==> src/rtl/linear_layer_scheduler.sv <==
// -----------------------------------------------------------------------------
// linear_layer_scheduler
//
// Sequences one fully-connected layer through the linear MAC processing
// element. For each output group it streams pBEATS input beats from the input
// buffer into the PE. It then pulses pe_done to close the accumulation and
// waits for the PE result strobe before moving on to the next group. After the
// last group it pulses layer_done and returns to idle.
//
// A missing PE result is bounded by a timeout. When the timeout expires, the
// sticky err flag is raised and the layer carries on as if the result had
// arrived, so the layer can never hang.
//
// Ports
//   clk        in   clock
//   rst        in   synchronous, active-high reset
//   start      in   layer start pulse, honoured only in IDLE
//   in_valid   in   input buffer holds the beat addressed by in_addr
//   in_ready   out  scheduler accepts a beat this cycle (RUN only)
//   in_addr    out  beat index within the current group
//   pe_en      out  beat issued to the PE (in_valid && in_ready)
//   pe_done    out  one-cycle pulse closing the group's accumulation
//   pe_valid   in   PE result strobe for the current group
//   out_group  out  index of the group in progress
//   busy       out  high in every state except IDLE
//   layer_done out  one-cycle pulse after the last group's result
//   err        out  sticky protocol/timeout error; cleared by rst or start
// -----------------------------------------------------------------------------
module linear_layer_scheduler #(
    parameter int  pIN_FEATURE      = 6272,
    parameter int  pOUT_FEATURE     = 128,
    parameter int  pCHANNEL         = 32,
    parameter int  pOUTPUT_PARALLEL = 4,
    parameter int  pTIMEOUT         = 64,
    localparam int pBEATS  = pIN_FEATURE / pCHANNEL,
    localparam int pGROUPS = pOUT_FEATURE / pOUTPUT_PARALLEL,
    localparam int AW      = (pBEATS  > 1) ? $clog2(pBEATS)  : 1,
    localparam int GW      = (pGROUPS > 1) ? $clog2(pGROUPS) : 1
) (
    input  logic          clk,
    input  logic          rst,
    input  logic          start,
    input  logic          in_valid,
    output logic          in_ready,
    output logic [AW-1:0] in_addr,
    output logic          pe_en,
    output logic          pe_done,
    input  logic          pe_valid,
    output logic [GW-1:0] out_group,
    output logic          busy,
    output logic          layer_done,
    output logic          err
);

    // The timeout counter only ever holds 0..pTIMEOUT-1. It is sized for
    // pTIMEOUT so that pTIMEOUT == 1 still gives a legal width.
    localparam int TW = $clog2(pTIMEOUT + 1);

    localparam logic [AW-1:0] LAST_BEAT  = AW'(pBEATS - 1);
    localparam logic [GW-1:0] LAST_GROUP = GW'(pGROUPS - 1);
    localparam logic [TW-1:0] TMO_LAST   = TW'(pTIMEOUT - 1);

    // -------------------------------------------------------------------------
    // Parameter sanity: the layer must split into whole beats and whole groups.
    // -------------------------------------------------------------------------
    generate
        if ((pIN_FEATURE % pCHANNEL) != 0) begin : g_bad_beats
            $error("pIN_FEATURE must be an exact multiple of pCHANNEL");
        end
        if ((pOUT_FEATURE % pOUTPUT_PARALLEL) != 0) begin : g_bad_groups
            $error("pOUT_FEATURE must be an exact multiple of pOUTPUT_PARALLEL");
        end
        if (pTIMEOUT < 1) begin : g_bad_timeout
            $error("pTIMEOUT must be at least 1");
        end
    endgenerate

    typedef enum logic [2:0] {
        S_IDLE,
        S_RUN,
        S_CLOSE,
        S_WAIT,
        S_FIN
    } state_t;

    state_t        state_q,     state_d;
    logic [AW-1:0] in_addr_q,   in_addr_d;
    logic [GW-1:0] out_group_q, out_group_d;
    logic [TW-1:0] tmo_q,       tmo_d;
    logic          err_q,       err_d;

    logic handshake;
    logic tmo_hit;

    // A beat is transferred only while RUN presents in_ready.
    assign handshake = in_valid && (state_q == S_RUN);

    // This is the last WAIT cycle before the counter would reach pTIMEOUT.
    // A result strobe arriving in this same cycle still counts as on time.
    assign tmo_hit = (tmo_q == TMO_LAST);

    // -------------------------------------------------------------------------
    // State and counter registers
    // -------------------------------------------------------------------------
    // NOTE: reset is sampled on the clock edge only (synchronous), and every
    // register here uses non-blocking assignment so that all of them update
    // together from the same pre-edge values.
    always_ff @(posedge clk) begin
        if (rst) begin
            state_q     <= S_IDLE;
            in_addr_q   <= '0;
            out_group_q <= '0;
            tmo_q       <= '0;
            err_q       <= 1'b0;
        end else begin
            state_q     <= state_d;
            in_addr_q   <= in_addr_d;
            out_group_q <= out_group_d;
            tmo_q       <= tmo_d;
            err_q       <= err_d;
        end
    end

    // -------------------------------------------------------------------------
    // Next-state and counter update
    // -------------------------------------------------------------------------
    // NOTE: every value computed here is given its hold value first, so no
    // path through the case statement can leave one unassigned and infer a
    // latch.
    always_comb begin
        state_d     = state_q;
        in_addr_d   = in_addr_q;
        out_group_d = out_group_q;
        tmo_d       = tmo_q;
        err_d       = err_q;

        unique case (state_q)
            S_IDLE: begin
                if (start) begin
                    // An accepted start opens a fresh layer and clears any
                    // error left over from the previous one.
                    state_d     = S_RUN;
                    in_addr_d   = '0;
                    out_group_d = '0;
                    tmo_d       = '0;
                    err_d       = 1'b0;
                end else if (pe_valid) begin
                    err_d = 1'b1;
                end
            end

            S_RUN: begin
                if (pe_valid) begin
                    err_d = 1'b1;
                end
                if (handshake) begin
                    if (in_addr_q == LAST_BEAT) begin
                        in_addr_d = '0;
                        state_d   = S_CLOSE;
                    end else begin
                        in_addr_d = in_addr_q + AW'(1);
                    end
                end
            end

            S_CLOSE: begin
                // No result can be legitimate before pe_done has been seen.
                if (pe_valid) begin
                    err_d = 1'b1;
                end
                state_d = S_WAIT;
            end

            S_WAIT: begin
                if (pe_valid || tmo_hit) begin
                    // A timeout is flagged but handled exactly like a result,
                    // so the layer always completes.
                    if (!pe_valid) begin
                        err_d = 1'b1;
                    end
                    tmo_d = '0;
                    if (out_group_q == LAST_GROUP) begin
                        state_d = S_FIN;
                    end else begin
                        out_group_d = out_group_q + GW'(1);
                        state_d     = S_RUN;
                    end
                end else begin
                    tmo_d = tmo_q + TW'(1);
                end
            end

            S_FIN: begin
                out_group_d = '0;
                state_d     = S_IDLE;
            end

            default: begin
                state_d = S_IDLE;
            end
        endcase
    end

    // -------------------------------------------------------------------------
    // Outputs: decodes of registered state. pe_en is the one combinational
    // path, so that a beat is issued in the same cycle the buffer offers it.
    // -------------------------------------------------------------------------
    assign in_ready   = (state_q == S_RUN);
    assign pe_en      = in_valid && in_ready;
    assign pe_done    = (state_q == S_CLOSE);
    assign busy       = (state_q != S_IDLE);
    assign layer_done = (state_q == S_FIN);
    assign in_addr    = in_addr_q;
    assign out_group  = out_group_q;
    assign err        = err_q;

endmodule

==> config.mk <==
export PLATFORM = sky130hd
export DESIGN_NAME = linear_layer_scheduler
export DESIGN_NICKNAME = d
export VERILOG_FILES = /design/src/rtl/linear_layer_scheduler.sv
export SDC_FILE = /design/constraint.sdc
export NUM_CORES = 1
export LEC_CHECK = 0
export CAP_MARGIN = 5
export CORE_MARGIN = 1
export CORE_UTILIZATION = 40
export DETAILED_ROUTE_END_ITERATION = 12
export GPL_ROUTABILITY_DRIVEN = 0
export HOLD_SLACK_MARGIN = 0.03
export PLACE_DENSITY_LB_ADDON = 0.05
export SETUP_SLACK_MARGIN = 0.5
export SLEW_MARGIN = 0
export SYNTH_ARGS = -nofsm -noshare
export SYNTH_HDL_FRONTEND = slang
export SYNTH_SLANG_ARGS = --single-unit
==> constraint.sdc <==
create_clock -name clk -period 2.6 [get_ports clk]
set_clock_uncertainty 0.15 [all_clocks]
set_input_delay 0.52 -clock clk [delete_from_list [all_inputs] [get_ports clk]]
set_output_delay 0.52 -clock clk [all_outputs]
set_load 0.01 [all_outputs]
==> metrics.cfg, run 1 <==
[synthesis]
yosys_warnings=0
synth_seq_cells=24
mappedNetlistArea_sq_um=1310
synth_ff_type=dfxtp_1
synth_top_area_cell=dfxtp_1
synth_seq_area_share_pct=36.6
synthesis.nets=158
synthCells=149
ys_top_cells_by_area=dfxtp_1, nor2_1, ha_1
synth_top_area_share_pct=36.6
synth_cell_types=50
synth-async-reset-ratio_pct=0
synth_edf_count=0
avgSynthCellArea_sq_um=8.82

[timing]
hold_viol=0
period_needed_ns=2.01
tightest_slew_ns=0.356
setup-tns-final_ns=0
relSlewSlack_pct=76.3
slew_viol_final=0
setup_viol=0
fin_crit_sh_pct=77.3
max_freq_mhz=497
holdWs_ns=0.323
rsz0062_at_grt=yes

[die]
core_area_sq_um=3080
dieArea_sq_um=3520
die_y_um=59.3
start_util_pct=42.7
rows=20
ios=24
die_x_um=59.3

[critical_path]
endpoint_kind=primary output
cp_max_fo=3
cp-start-kind=primary input
crit_required_ns=1.93
crit_type=in2out
worstPathArrival_ns=1.34

[global_routing]
global_route.usage.total_pct=18.3
grt_first_pass_wirelength_mm=4.93
overflow=0
grt_antenna_before_repair=0
grt_max_degree=13
grt_pass1_vias=1112

[place]
io_buffers=23
place_hpwl_mm=2.17
dp.cells=216

[clock_network]
cts_tree=built
path_clk_slew_ns=0.12
numCtsBuffers=3
cts.path.max_buffers=2
hold_buffers=0
root_buffer=clkbuf_4
insertion_delay_ns=0.31
cts_num_sinks=24
cts-htree-levels=1

[power_and_ir_drop]
powerDensity_nw_per_um2=369
p_leak_uw=0.000700
vdd_drop_max_mv=0.173

[routing]
viasPerCell=5.38
wire_per_inst_um=13.5
vias=1194
drtIter0Drc=25
drc_errors=0
first_pass_iters=4
drt-total-wl_mm=3.00
antenna_left=0

[hold_path]
min-delay-path-class=reg2reg

[run_status]
status=completed

[layout]
n_antenna_cell=0
stdcell_count=222
synthToLayoutAreaGrowth_pct=28.2
fin_nets=189
post-route-util_pct=54.7
drive_above_1_share_pct=15.7

[flow_run]
maxCapViolations=0

==> worst paths after layout <==
kind                            cells after the start                       to  slack (ns)               startpoint
worst max-delay path                                3                    pe_en        0.59                 in_valid
worst min-delay path                                1    tmo_q[6]$_SDFFE_PP0P_        0.32    tmo_q[6]$_SDFFE_PP0P_
worst max register to register                      5  in_addr[2]$_SDFFE_PP0P_        0.62  in_addr[0]$_SDFFE_PP0P_
worst min register to register                      1    tmo_q[6]$_SDFFE_PP0P_        0.32    tmo_q[6]$_SDFFE_PP0P_
==> cell usage in the layout, fill, tap and decap left out, types with 2 or more instances in the layout <==
| master | n |
|---|---|
| nand2_1 | 7 |
| dlygate4sd2_1 | 3 |
| o311ai_1 | 2 |
| o31a_1 | 2 |
| dfxtp_1 | 21 |
| o21ai_0 | 4 |
| nor3_1 | 3 |
| clkdlybuf4s50_1 | 18 |
| nand3b_1 | 3 |
| clkbuf_4 | 3 |
| xor2_1 | 5 |
| o211ai_1 | 2 |
| o21ai_1 | 2 |
| ha_1 | 4 |
| and3b_1 | 2 |
| o31ai_1 | 2 |
| a31oi_1 | 3 |
| nand3_1 | 7 |
| a21oi_2 | 2 |
| a22oi_1 | 2 |
| inv_1 | 3 |
| nand2b_1 | 3 |
| a21oi_1 | 8 |
| and3_1 | 4 |
| buf_4 | 8 |
| dfxtp_2 | 2 |
| o41ai_1 | 2 |
| and2_1 | 3 |
| and4_1 | 2 |
| o21a_1 | 2 |
| nor2_1 | 17 |
==> Yosys cell counts (all sizes together) (3+ instances only) <==
library cell	number
ha	4
nand2	7
nor3	5
dfxtp	24
and2	3
o21ai	6
nor2	18
nand2b	3
and3	4
xor2	5
buf	5
a21oi	10
a31oi	3
inv	3
nand3	7
nor3b	3
nand3b	4
==> registers in the layout (all words and copies together), names as in the netlist <==
register and flops:
in_addr 8, tmo_q 7, out_group 5, state_q 3, err 1
==> layer usage <==
layer,vias up,track usage [%],part of all wire [%]
met1,562,25.3,52
met5,-,0,0
met3,4,1.97,2.3
met2,17,29.4,45
met4,0,6.80,1.0
li1,611,-,-
==> timing repair <==
item | CTS | global route
setup buffers | 2 | 1
resized for setup | 10 | 8
endpoints found under the setup margin | 5 | 6
pin swaps | 1 | 1
==> power by group <==
group	leakage, uW	internal, uW	switching [uW]
combinational	0.000490	40.5	44.3
clock	0.0000138	54.1	107
sequential	0.000196	371	4.25
total	0.000700	466	156
==> critical path: stages <==
cell	delay, ns
clkdlybuf4s50_1	0.51
and2_1	0.15
dlymetal6s2s_1	0.16
==> cell type report <==
class / instances / area [sq um]
Fill cell: 312 / 1390
Timing Repair Buffer: 32 / 295
Sequential cell: 24 / 487
Multi-Input combinational cell: 115 / 810
Tap cell: 44 / 55.1
Clock buffer: 3 / 22.5
Inverter: 4 / 15.0
==> through the flow <==
| stage | total power (uW) | worst slack, ns | area (sq um) |
|---|---|---|---|
| global placement | 462 | 0.228 | 1610 |
| floorplan | 429 | 0.740 | 1310 |
| global route | 648 | 0.486 | 1680 |
| CTS | 630 | 0.215 | 1670 |
| detailed placement | 463 | 0.212 | 1610 |
| finish | 622 | 0.589 | 1680 |
==> logic make-up after synthesis <==
logic type / after synthesis / share of synthesized area [%]
AND/OR/NAND/NOR: 64 / 29.6
AO/OA/AOI/OAI: 39 / 20.6
flip-flops: 24 / 36.6
buffers and inverters: 10 / 3.52
XOR/XNOR: 6 / 4.00
adder cells (fa/ha/maj): 4 / 3.81
multiplexers: 2 / 1.90
(Power assumes the default switching activity.)
==> inputs of run 2 (changes only) <==
==> constraint.sdc (replaced) <==
create_clock -name clk -period 2.1 [get_ports clk]
set_clock_uncertainty 0.15 [all_clocks]
set_input_delay 0.42 -clock clk [delete_from_list [all_inputs] [get_ports clk]]
set_output_delay 0.42 -clock clk [all_outputs]
set_load 0.01 [all_outputs]
==> run 2 against run 1 <==
  * Clock-buffer cell count up 1
  * Non-clock buffer count grew 38
  * Power rose by 35%
  * Core utilization up 20 points
  * Highest routed layer unchanged
  * Critical path depth increased by 4
  * Sequential share of layout area down 6.0 points
==> metrics.cfg, run 2 (synthesized netlist as in run 1, its figures left out) <==
[clock_network]
cts-htree-levels=1  ; unchanged
path_clk_slew_ns=0.13  ; about the same
root_buffer=clkbuf_4
cts_tree=built
cts_num_sinks=24  ; unchanged
cts.path.max_buffers=2  ; unchanged
hold_buffers=0  ; unchanged
insertion_delay_ns=0.31  ; about the same
numCtsBuffers=3  ; unchanged

[critical_path]
cp_num_buf_inv=3  ; +1
crit_type=reg2reg
cp-start-kind=register
endpoint_kind=register
cpPeakStageDelay_ns=0.40  ; -0.11 ns
regToRegStartpoint=state_q[1]$_SDFFE_PP0P_
crit_required_ns=2.14  ; +0.21 ns
cp_max_fo=6  ; +3
reg2reg_slack_ns=0.27  ; -0.35 ns
cp_cell_sequence=buf_12 > buf_4 > buf_8 > and3b_2 > and2_4 > o311ai_2 > o31ai_1
r2r-end=out_group[3]$_SDFFE_PP0P_
worstPathArrival_ns=1.87  ; +0.53 ns
worst_path_max_delay_cell=dfxtp_4
crit_family=flip-flops
worstRegToRegCells=7  ; +2

[timing]
slew_viol_final=0  ; unchanged
fin_crit_sh_pct=87.2
hold_viol=0  ; unchanged
rsz0062_at_grt=yes
period_needed_ns=1.83
relSlewSlack_pct=76.8  ; +0.51 points
setup_viol=0  ; unchanged
setup_slack_ns=0.269  ; -0.320 ns
max_freq_mhz=546
tightest_slew_ns=0.346  ; -0.00980 ns
setup-tns-final_ns=0  ; unchanged

[layout]
stdcell_count=261  ; +18%
most-common-layout-cells=buf_4, buf_6, nor2_1, dfxtp_4, dlygate4sd2_1
layout_commonest_cell=buf_4
largest_reg_flops=8  ; unchanged
synthToLayoutAreaGrowth_pct=76.2
drive_above_1_share_pct=57.6  ; +42 points
n_antenna_cell=0  ; unchanged
fin_nets=227  ; +20%

[routing]
drtIter0Drc=44  ; +76%
antenna_left=0  ; unchanged
drt-total-wl_mm=3.98  ; +32%
viasPerCell=5.30  ; -1.4%
wire_per_inst_um=15.2  ; +13%
first_pass_iters=4  ; unchanged
drc_errors=0  ; unchanged
vias=1384  ; +16%

[place]
dp.cells=222  ; +2.8%
pre_cts_slack_ns=-0.0513  ; -0.264 ns
io_buffers=23  ; unchanged
place_hpwl_mm=2.26  ; +3.8%

[die]
ios=24  ; unchanged
core_area_sq_um=3080  ; unchanged
rows=20  ; unchanged
die_x_um=59.3  ; unchanged
start_util_pct=42.7  ; unchanged
dieArea_sq_um=3520  ; unchanged
die_y_um=59.3  ; unchanged

[power_and_ir_drop]
powerDensity_nw_per_um2=361  ; -2.1%
p_leak_uw=0.000995  ; +42%
vdd_drop_max_mv=0.339  ; +97%
p_total_uw=836  ; +35%

[run_status]
status=completed

[hold_path]
worstHoldStart=tmo_q[6]$_SDFFE_PP0P_
min-delay-path-class=reg2reg
min_to=tmo_q[6]$_SDFFE_PP0P_
worstHoldPathCells=1  ; unchanged

[flow_run]
maxCapViolations=0  ; unchanged

[global_routing]
grt_first_pass_wirelength_mm=5.66  ; +15%
grt_antenna_before_repair=0  ; unchanged
grt_pass1_vias=1271  ; +14%
grt_max_degree=14  ; +1
overflow=0  ; unchanged
global_route.usage.total_pct=21.2  ; +2.9 points

[run 2: cell types whose count changed in the layout (fill, tap and decap cells not counted), sizes merged]
cell	previous run	this run
buf	9	52
clkbuf	4	9
clkdlybuf4s50	18	2
dlymetal6s2s	1	2
dlygate4sd2	3	9
[run 2: power breakdown]
group	switching, uW	leakage (uW)	internal (uW)
registers	4.77	0.000206	449
logic	82.9	0.000775	92.2
clock network	133	0.0000150	74.0
total	221	0.000995	616
[run 2: routing by layer]
layer	part of all wire, %	track usage (%)	wire [um]
met1	45	27.4	1800
met2	51	35.6	2050
met3	2.4	3.06	97
met4	0.85	7.82	34
met5	0	0	0
[run 2: layout make-up]
cell class | instances | area (sq um)
Sequential cell | 24 | 529
Multi-Input combinational cell | 115 | 1060
Inverter | 4 | 15.0
Timing Repair Buffer | 70 | 628
Tap cell | 44 | 55.1
Clock buffer | 4 | 26.3
Fill cell | 229 | 763
[run 2: worst max-delay path by stage]
stage	cells after the start	end	start
finish	7	out_group[3]$_SDFFE_PP0P_	state_q[1]$_SDFFE_PP0P_
detailed placement	3	pe_en	in_valid
CTS	3	pe_en	state_q[1]$_SDFFE_PP0P_
global route	7	out_group[3]$_SDFFE_PP0P_	state_q[1]$_SDFFE_PP0P_
global placement	3	pe_en	in_valid
floorplan	5	in_addr[2]$_SDFFE_PP0P_	in_addr[1]$_SDFFE_PP0P_
[run 2: worst register-to-register path, stage by stage (launching register included)]
cell and delay [ns]:
dfxtp_4 0.40, buf_12 0.13, buf_4 0.14, buf_8 0.13
and3b_2 0.24, and2_4 0.15, o311ai_2 0.26, o31ai_1 0.12
[run 2: what timing repair did]
action                                  in CTS  in global routing
endpoints found under the setup margin      42                 35
pin swaps                                   17                 21
gates resized for setup                     82                 54
buffers inserted                            23                 12
[run 2: metrics by stage]
stage | hold slack [ns] | instance area (sq um) | util, %
after floorplan | 0.291 | 1390 | -
after global placement | 0.303 | 1740 | 56.5
after detailed placement | 0.308 | 1740 | 56.5
after CTS | 0.317 | 2080 | 67.6
after global routing | 0.345 | 2310 | 75.2
final | 0.322 | 2310 | 75.2
